==> src/rtl/nx_aggregator_pkg.sv <==
`default_nettype none
// ============================================================================
// Module      : NXConstants (package)
// Description : Nexus mesh message types, field widths and arbiter slot indices.
// Revision    : 1.0 - initial release
// ============================================================================
package NXConstants;

    localparam int ID_ROW_WIDTH     = 4;
    localparam int ID_COL_WIDTH     = 4;
    localparam int COMMAND_WIDTH    = 3;
    localparam int INDEX_WIDTH      = 7;
    localparam int MESSAGE_WIDTH    = 32;
    localparam int HEADER_WIDTH     = ID_ROW_WIDTH + ID_COL_WIDTH + COMMAND_WIDTH;
    localparam int PAYLOAD_WIDTH    = MESSAGE_WIDTH - HEADER_WIDTH;
    localparam int SIGNAL_PAD_WIDTH = PAYLOAD_WIDTH - INDEX_WIDTH - 1;

    // Arbiter request/grant bit positions
    localparam int ARB_PASS = 0;
    localparam int ARB_IN   = 1;

    typedef struct packed {
        logic [ID_ROW_WIDTH-1:0] row;
        logic [ID_COL_WIDTH-1:0] column;
    } node_id_t;

    typedef enum logic [COMMAND_WIDTH-1:0] {
        NODE_COMMAND_LOAD     = 3'd0,
        NODE_COMMAND_LOOPBACK = 3'd1,
        NODE_COMMAND_SIGNAL   = 3'd2,
        NODE_COMMAND_TRACE    = 3'd3
    } node_command_t;

    typedef struct packed {
        logic [ID_ROW_WIDTH-1:0] row;
        logic [ID_COL_WIDTH-1:0] column;
        node_command_t           command;
    } node_header_t;

    typedef struct packed {
        node_header_t             header;
        logic [PAYLOAD_WIDTH-1:0] payload;
    } node_message_t;

    // Payload view of a SIGNAL message
    typedef struct packed {
        node_header_t                header;
        logic [INDEX_WIDTH-1:0]      index;
        logic                        state;
        logic [SIGNAL_PAD_WIDTH-1:0] padding;
    } node_signal_t;

endpackage : NXConstants
`default_nettype wire

==> src/rtl/nx_aggregator_arb.sv <==
`default_nettype none
// ============================================================================
// Module      : nx_aggregator_arb
// Description : Two-way round-robin arbiter; priority moves only on a transfer.
// Revision    : 1.0 - initial release
// ============================================================================
module nx_aggregator_arb
    import NXConstants::*;
(
    input  logic       i_clk,
    input  logic       i_rst,
    input  logic [1:0] i_req,
    input  logic       i_fire,
    output logic [1:0] o_grant
);

    // High when passthrough wins a tie; starts on the passthrough side
    logic r_prio_pass;

    always_comb begin
        o_grant = 2'b00;
        if (i_req[ARB_PASS] && (!i_req[ARB_IN] || r_prio_pass)) begin
            o_grant[ARB_PASS] = 1'b1;
        end else if (i_req[ARB_IN]) begin
            o_grant[ARB_IN] = 1'b1;
        end
    end

    always_ff @(posedge i_clk or negedge i_rst) begin
        if (!i_rst) begin
            r_prio_pass <= 1'b1;
        end else if (i_fire) begin
            r_prio_pass <= o_grant[ARB_IN];
        end
    end

endmodule : nx_aggregator_arb
`default_nettype wire

==> src/rtl/nx_aggregator.sv <==
`default_nettype none
// ============================================================================
// Module      : nx_aggregator
// Description : Nexus mesh edge aggregator - captures local SIGNAL messages into
//               an output vector and forwards all other traffic outbound.
// Revision    : 1.0 - initial release
// ============================================================================
module nx_aggregator
    import NXConstants::*;
#(
    parameter int OUTPUTS = 32
) (
    input  logic               i_clk,
    input  logic               i_rst,
    input  node_id_t           i_node_id,
    output logic               o_idle,
    output logic [OUTPUTS-1:0] o_outputs,
    input  node_message_t      i_inbound_data,
    input  logic               i_inbound_valid,
    output logic               o_inbound_ready,
    input  node_message_t      i_passthrough_data,
    input  logic               i_passthrough_valid,
    output logic               o_passthrough_ready,
    output node_message_t      o_outbound_data,
    output logic               o_outbound_valid,
    input  logic               i_outbound_ready
);

    node_signal_t       w_sig;
    logic               w_unused_pad;
    logic               w_local;
    logic               w_local_fire;
    logic [31:0]        w_index;
    logic [1:0]         w_req;
    logic [1:0]         w_grant;
    logic               w_slot_free;
    logic               w_fire;
    logic [OUTPUTS-1:0] w_outputs_next;

    logic [OUTPUTS-1:0] r_outputs;
    node_message_t      r_out_data;
    logic               r_out_valid;

    assign w_sig        = i_inbound_data;
    assign w_unused_pad = ^w_sig.padding;
    assign w_index      = 32'(w_sig.index);

    assign w_local = (w_sig.header.row == i_node_id.row)
                  && (w_sig.header.column == i_node_id.column)
                  && (w_sig.header.command == NODE_COMMAND_SIGNAL);
    assign w_local_fire = i_inbound_valid && w_local;

    assign w_req[ARB_PASS] = i_passthrough_valid;
    assign w_req[ARB_IN]   = i_inbound_valid && !w_local;

    assign w_slot_free = !r_out_valid || i_outbound_ready;
    assign w_fire      = w_slot_free && (|w_req);

    nx_aggregator_arb u_arb (
        .i_clk   (i_clk),
        .i_rst   (i_rst),
        .i_req   (w_req),
        .i_fire  (w_fire),
        .o_grant (w_grant)
    );

    assign o_passthrough_ready = w_slot_free && w_grant[ARB_PASS];
    assign o_inbound_ready     = w_local || (w_slot_free && w_grant[ARB_IN]);

    // Out-of-range indices match no bit, so such messages drop silently
    always_comb begin
        w_outputs_next = r_outputs;
        for (int i = 0; i < OUTPUTS; i++) begin
            if (w_local_fire && (w_index == 32'(i))) begin
                w_outputs_next[i] = w_sig.state;
            end
        end
    end

    always_ff @(posedge i_clk or negedge i_rst) begin
        if (!i_rst) begin
            r_outputs <= '0;
        end else begin
            r_outputs <= w_outputs_next;
        end
    end

    always_ff @(posedge i_clk or negedge i_rst) begin
        if (!i_rst) begin
            r_out_data  <= '0;
            r_out_valid <= 1'b0;
        end else if (w_fire) begin
            r_out_data  <= w_grant[ARB_PASS] ? i_passthrough_data : i_inbound_data;
            r_out_valid <= 1'b1;
        end else if (i_outbound_ready) begin
            r_out_valid <= 1'b0;
        end
    end

    assign o_outputs        = r_outputs;
    assign o_outbound_data  = r_out_data;
    assign o_outbound_valid = r_out_valid;
    assign o_idle           = !i_inbound_valid && !i_passthrough_valid && !r_out_valid;

endmodule : nx_aggregator
`default_nettype wire

==> config.mk <==
export PLATFORM = sky130hd
export DESIGN_NAME = nx_aggregator
export DESIGN_NICKNAME = d
export VERILOG_FILES = /design/src/rtl/nx_aggregator_pkg.sv /design/src/rtl/nx_aggregator_arb.sv /design/src/rtl/nx_aggregator.sv
export SDC_FILE = /design/constraint.sdc
export NUM_CORES = 1
export LEC_CHECK = 0
export CAP_MARGIN = 10
export CORE_UTILIZATION = 42
export CTS_CLUSTER_DIAMETER = 120
export DETAILED_ROUTE_END_ITERATION = 8
export GPL_ROUTABILITY_DRIVEN = 0
export GPL_TIMING_DRIVEN = 0
export PLACE_DENSITY = 0.82
export SYNTH_ARGS = -nofsm -noshare
export SYNTH_HDL_FRONTEND = slang
export SYNTH_SLANG_ARGS = --single-unit
==> constraint.sdc <==
create_clock -name i_clk -period 3 [get_ports i_clk]
set_clock_uncertainty 0.05 [all_clocks]
set_input_delay 0.6 -clock i_clk [delete_from_list [all_inputs] [get_ports i_clk]]
set_output_delay 0.6 -clock i_clk [all_outputs]
set_load 0.01 [all_outputs]
Yosys cells after proc, flatten, opt, wreduce, memory -nomap -nowiden
Cells that the tools add are included.
{"block": "totals", "word_cells": 131, "reg_bits": 66, "out_inout_bits": 68, "inputBits": 77}
{"block": "op_classes", "mux": 6, "reduce_logical": 53, "n_eq_ne": 34}
{"operator": "$eq A7 B5 Y1 const B", "count": 16}
{"operator": "$eq A7 B4 Y1 const B", "count": 8}
{"operator": "$logic_and A1 B1 Y1", "count": 42}
{"operator": "$logic_not A32 Y1", "count": 1}
{"operator": "$mux W32", "count": 1}
{"operator": "$eq A7 B3 Y1 const B", "count": 4}
{"operator": "$eq A7 B2 Y1 const B", "count": 2}
{"operator": "$eq A4 B4 Y1", "count": 2}
{"operator": "$eq A7 B1 Y1 const B", "count": 1}
{"operator": "$logic_not A1 Y1", "count": 5}
{"operator": "$mux W1", "count": 5}
{"operator": "$eq A3 B2 Y1 const B", "count": 1}
{"operator": "$logic_or A1 B1 Y1", "count": 3}
{"operator": "$reduce_bool A2 Y1", "count": 1}
{"operator": "$reduce_or A2 Y1", "count": 1}

Depth between registers and ports, before layout
{"block": "logic_depth", "depth_word": 11, "ltp_mapped": 8}

By module
Synthesis repeated with hierarchy kept, for this count alone.
{"block": "unflattened", "cells_unflattened": 413, "hier_area_um2": 4196.5}
{"module": "nx_aggregator", "cells_per_inst": 408, "seq_area_each_um2": 1626.6, "instances": 1, "area_each_um2": 4132.7}
{"module": "nx_aggregator_arb", "cells_per_inst": 5, "seq_area_each_um2": 26.3, "instances": 1, "area_each_um2": 63.8}

Least setup slack after synthesis
No wires, ideal clock.
{"block": "synth_timing", "path_type": "in2out", "startpoint": "input i_node_id[3] (netlist bit)", "endpoint": "output o_passthrough_ready", "required_time_ns": 2.350, "n_path_buf": 1, "t_arrival_ns": 1.911, "stages": 5, "path_slack_ns": 0.439, "path_cell_list": "xnor2_1 -> nand3_2 -> o41ai_4 -> buf_2 -> and2_1"}
{"block": "synth_between", "elab_chain_cells": 10}
{"element": "from (decl)", "line_no": "nx_aggregator.sv:15", "rtl": "input node_id_t i_node_id,"}
{"element": "$eq A4 B4 Y1", "line_no": "nx_aggregator.sv:49", "rtl": "&& (w_sig.header.column == i_node_id.column)"}
{"element": "$logic_and A1 B1 Y1", "line_no": "nx_aggregator.sv:49"}
{"element": "$logic_and A1 B1 Y1", "line_no": "nx_aggregator.sv:50", "rtl": "&& (w_sig.header.command == NODE_COMMAND_SIGNAL);"}
{"element": "$logic_not A1 Y1", "line_no": "nx_aggregator.sv:54", "rtl": "assign w_req[ARB_IN] = i_inbound_valid && !w_local;"}
{"element": "$logic_and A1 B1 Y1", "line_no": "nx_aggregator.sv:54"}
{"element": "$logic_not A1 Y1", "line_no": "nx_aggregator_arb.sv:22", "rtl": "if (i_req[ARB_PASS] && (!i_req[ARB_IN] || r_prio_pass)) begin"}
{"element": "$logic_or A1 B1 Y1", "line_no": "nx_aggregator_arb.sv:22"}
{"element": "$logic_and A1 B1 Y1", "line_no": "nx_aggregator_arb.sv:22"}
{"element": "$mux W1", "line_no": "nx_aggregator_arb.sv:22"}
{"element": "$logic_and A1 B1 Y1", "line_no": "nx_aggregator.sv:67", "rtl": "assign o_passthrough_ready = w_slot_free && w_grant[ARB_PASS];"}
{"element": "to (decl)", "line_no": "nx_aggregator.sv:23", "rtl": "output logic o_passthrough_ready,"}
Every way passes these cells.

Final worst setup path
{"block": "layout_timing", "startpoint": "input i_inbound_data[24] (netlist bit)", "endpoint": "output o_passthrough_ready"}
{"block": "layout_between", "elab_chain_cells": 10}
{"element": "from (decl)", "line_no": "nx_aggregator.sv:18", "rtl": "input node_message_t i_inbound_data,"}
{"element": "$eq A4 B4 Y1", "line_no": "nx_aggregator.sv:49"}
{"element": "$logic_and A1 B1 Y1", "line_no": "nx_aggregator.sv:49"}
{"element": "$logic_and A1 B1 Y1", "line_no": "nx_aggregator.sv:50"}
{"element": "$logic_not A1 Y1", "line_no": "nx_aggregator.sv:54"}
{"element": "$logic_and A1 B1 Y1", "line_no": "nx_aggregator.sv:54"}
{"element": "$logic_not A1 Y1", "line_no": "nx_aggregator_arb.sv:22"}
{"element": "$logic_or A1 B1 Y1", "line_no": "nx_aggregator_arb.sv:22"}
{"element": "$logic_and A1 B1 Y1", "line_no": "nx_aggregator_arb.sv:22"}
{"element": "$mux W1", "line_no": "nx_aggregator_arb.sv:22"}
{"element": "$logic_and A1 B1 Y1", "line_no": "nx_aggregator.sv:67"}
Every way passes these cells.

==> flow_summary.json <==
{
  "cp-startpoint": "i_inbound_data[24]",
  "r2r_start": "u_arb.r_prio_pass",
  "drtIter0Drc": 161,
  "postCtsHoldBufs": 0,
  "tritoncts": "done",
  "rows": 32,
  "synth_edf_count": 0,
  "stdcell_count": 561,
  "cts_buffer_depth": 2,
  "critPathCaptureType": "output pin",
  "grt_first_pass_wirelength_mm": 15.4,
  "antenna_cells": 0,
  "totalPowerFinal_mw": 2.24,
  "ys_ff_latch": 66,
  "fp.dieArea_um2": 8270,
  "clock_latency_ns": 0.34,
  "root_buffer": "clkbuf_8",
  "ys_warn_count": 0,
  "antenna_found_initial": 0,
  "routed_wl_mm": 9.79,
  "async_flop_share_pct": 100,
  "clock-sinks": 66,
  "fin_hold_ws_ns": 0.306,
  "syn_inst": 300,
  "track_usage_pct": 23.8,
  "syn_to_final_growth_pct": 53.3,
  "peakVddDrop_mv": 0.301,
  "slowest_stage": "clkdlybuf4s50_1",
  "leakage_nw": 2.13,
  "r2r_cells": 7,
  "crit_arrival_ns": 2.30,
  "finalSetupViolations": 0,
  "min_period_ns": 2.95,
  "grt_busiest_layer": "met2",
  "top_level_ports": 145,
  "max_slew_margin_pct": 44.6,
  "grt_max_degree": 67,
  "met1_usage_pct": 29.2,
  "use_met2_pct": 40.6,
  "post-route-period-util_pct": 98.5,
  "dp.cells": 541,
  "vias": 3057,
  "critical_path.max_stage_delay_ns": 0.54,
  "use_met3_pct": 6.70,
  "final_nets": 533,
  "synthFlopType": "dfrtp_1",
  "r2r_setup_slack_ns": 0.85,
  "clk_pin_slew_worst_paths_ns": 0.07,
  "r2r_end": "o_outbound_data[7]",
  "detail_route.vias_per_cell": 5.45,
  "core_region_area_um2": 7690,
  "worst_slew_pin_slew_ns": 0.831,
  "grt.overflow.total": 0,
  "place_area_um2": 4840,
  "worstPathRequired_ns": 2.35,
  "synth.cell_area_um2": 3320,
  "dieWidth_um": 91.0,
  "drtPass1Iterations": 7,
  "min_path_type": "in -> async",
  "final_cell_mix": "clkdlybuf4s50_1 (135), a21oi_1 (65), dfrtp_1 (65)",
  "cp-start-kind": "primary input",
  "cts_buffers": 9,
  "final_area_um2": 5090,
  "crit_end": "o_passthrough_ready",
  "ant_nets": 0,
  "start_util_pct": 43.2,
  "cap_viol_max_count": 0,
  "nFillCells": 630,
  "seq_area_frac_synth_pct": 49.7,
  "hold_viol_final": 0,
  "critical_path_class": "in -> out",
  "die_y_um": 91.0,
  "final_common_cell": "clkdlybuf4s50_1",
  "drc": 0,
  "crit_chain": "clkdlybuf4s50_1, xnor2_2, nand3_2, o41ai_4, buf_6, and2_1, buf_2",
  "syn_area_per_cell_um2": 11.1,
  "port_buffers": 139,
  "layout-drive-gt1-share_pct": 16.3,
  "h-tree-depth": 3,
  "dpl.hpwl_mm": 7.08,
  "power_density_nw_per_um2": 440,
  "drv_slew": 0,
  "clock.fmax_mhz": 339,
  "synth.distinct_cells": 38,
  "crit_path_max_fanout": 4,
  "rsz0062_at_grt": "no",
  "syn-num-nets": 377,
  "outcome": "complete, no violations",
  "wire_per_inst_um": 17.5,
  "first_global_vias": 3029
}
==> registers in the layout (all words and copies together), names as in the netlist <==
signal and flops:
o_outputs 32, u_arb.r_prio_pass 1, o_outbound_valid 1, o_outbound_data 32
==> metal layers <==
| layer | share of wire, % | vias to the layer above |
|---|---|---|
| li1 | - | 1412 |
| met1 | 41 | 1496 |
| met2 | 49 | 139 |
| met3 | 9.0 | 10 |
| met4 | 0.52 | 0 |
| met5 | 0 | - |
==> cell type report <==
class | instances | area, µm² | area share [%]
buffer | 25 | 164 | 3.22
clock buffer | 12 | 165 | 3.24
clock inverter | 2 | 12.5 | 0.246
inverter | 2 | 7.51 | 0.147
multi-input combinational | 207 | 1540 | 30.2
sequential | 66 | 1650 | 32.4
tap | 102 | 128 | 2.50
timing repair buffer | 145 | 1430 | 28.0
==> report_power, final <==
group | internal [mW] | leakage (nW) | total, mW | switching [mW]
Sequential | 0.964 | 0.822 | 1.00 | 0.0410
Combinational | 0.308 | 1.21 | 0.554 | 0.246
Clock | 0.357 | 0.0903 | 0.683 | 0.326
==> Yosys cell counts (2+ instances only) <==
cell type,n,area share [%]
a21oi_1,65,9.8
a22oi_1,2,0.45
a31oi_1,2,0.38
and2_1,2,0.38
buf_1,2,0.23
buf_2,4,0.60
buf_4,2,0.45
buf_6,6,2.0
clkbuf_1,11,1.2
dfrtp_1,65,49
inv_1,2,0.23
mux2_2,31,11
mux2i_1,30,9.0
nand2_1,2,0.23
nand2b_1,2,0.38
nand3_1,18,2.7
nand3b_1,2,0.45
nand4_1,2,0.38
nand4b_1,3,0.79
nor2_1,3,0.34
nor3_1,19,2.9
nor3b_1,2,0.45
nor4b_1,2,0.53
xnor2_1,7,1.8
==> critical path, delay by kind of cell <==
kind | cells | cell delay [ns]
buffers and inverters | 3 | 0.84
xor gates and xnor gates | 1 | 0.15
AOI/OAI and AO/OA | 1 | 0.43
and+or+nand+nor | 2 | 0.28
==> worst min-delay path by stage <==
stage	startpoint	endpoint	slack [ns]	depth (start not counted)
2_1_floorplan	i_rst	o_outbound_data[0]	0.25	0
3_3_place_gp	o_outputs[21]	o_outputs[21]	0.44	1
3_5_place_dp	o_outputs[24]	o_outputs[24]	0.44	1
4_1_cts	i_rst	o_outputs[28]	0.34	1
5_1_grt	i_rst	o_outputs[25]	0.38	1
6_report	i_rst	o_outputs[28]	0.31	1
==> repair_timing <==
item / in CTS / in global routing
pin swaps: 3 / 1
buffers inserted: 6 / 0
gates resized for setup: 12 / 3
setup endpoints to repair: 2 / 2
==> metrics by stage <==
| step | utilization (%) | TNS [ns] | setup WS (ns) |
|---|---|---|---|
| after CTS | 66.1 | 0 | 0.0293 |
| after floorplan | - | 0 | 0.439 |
| after global routing | 66.3 | 0 | 0.00229 |
| final | 66.3 | 0 | 0.0461 |
| after detailed placement | 63.0 | -3.09 | -0.952 |
| after global placement | 63.0 | -59.10 | -0.918 |
==> cell families (layout without fill, tap and decap cells) <==
logic type | Yosys count | count (layout) | synth area share [%]
AOI/OAI and AO/OA | 73 | 73 | 12.1
xor gates and xnor gates | 8 | 8 | 2.33
buffers and inverters | 27 | 186 | 4.78
DFF | 66 | 66 | 49.7
muxes | 62 | 62 | 19.9
and+or+nand+nor | 64 | 64 | 11.2
(Power assumes the default switching activity.)
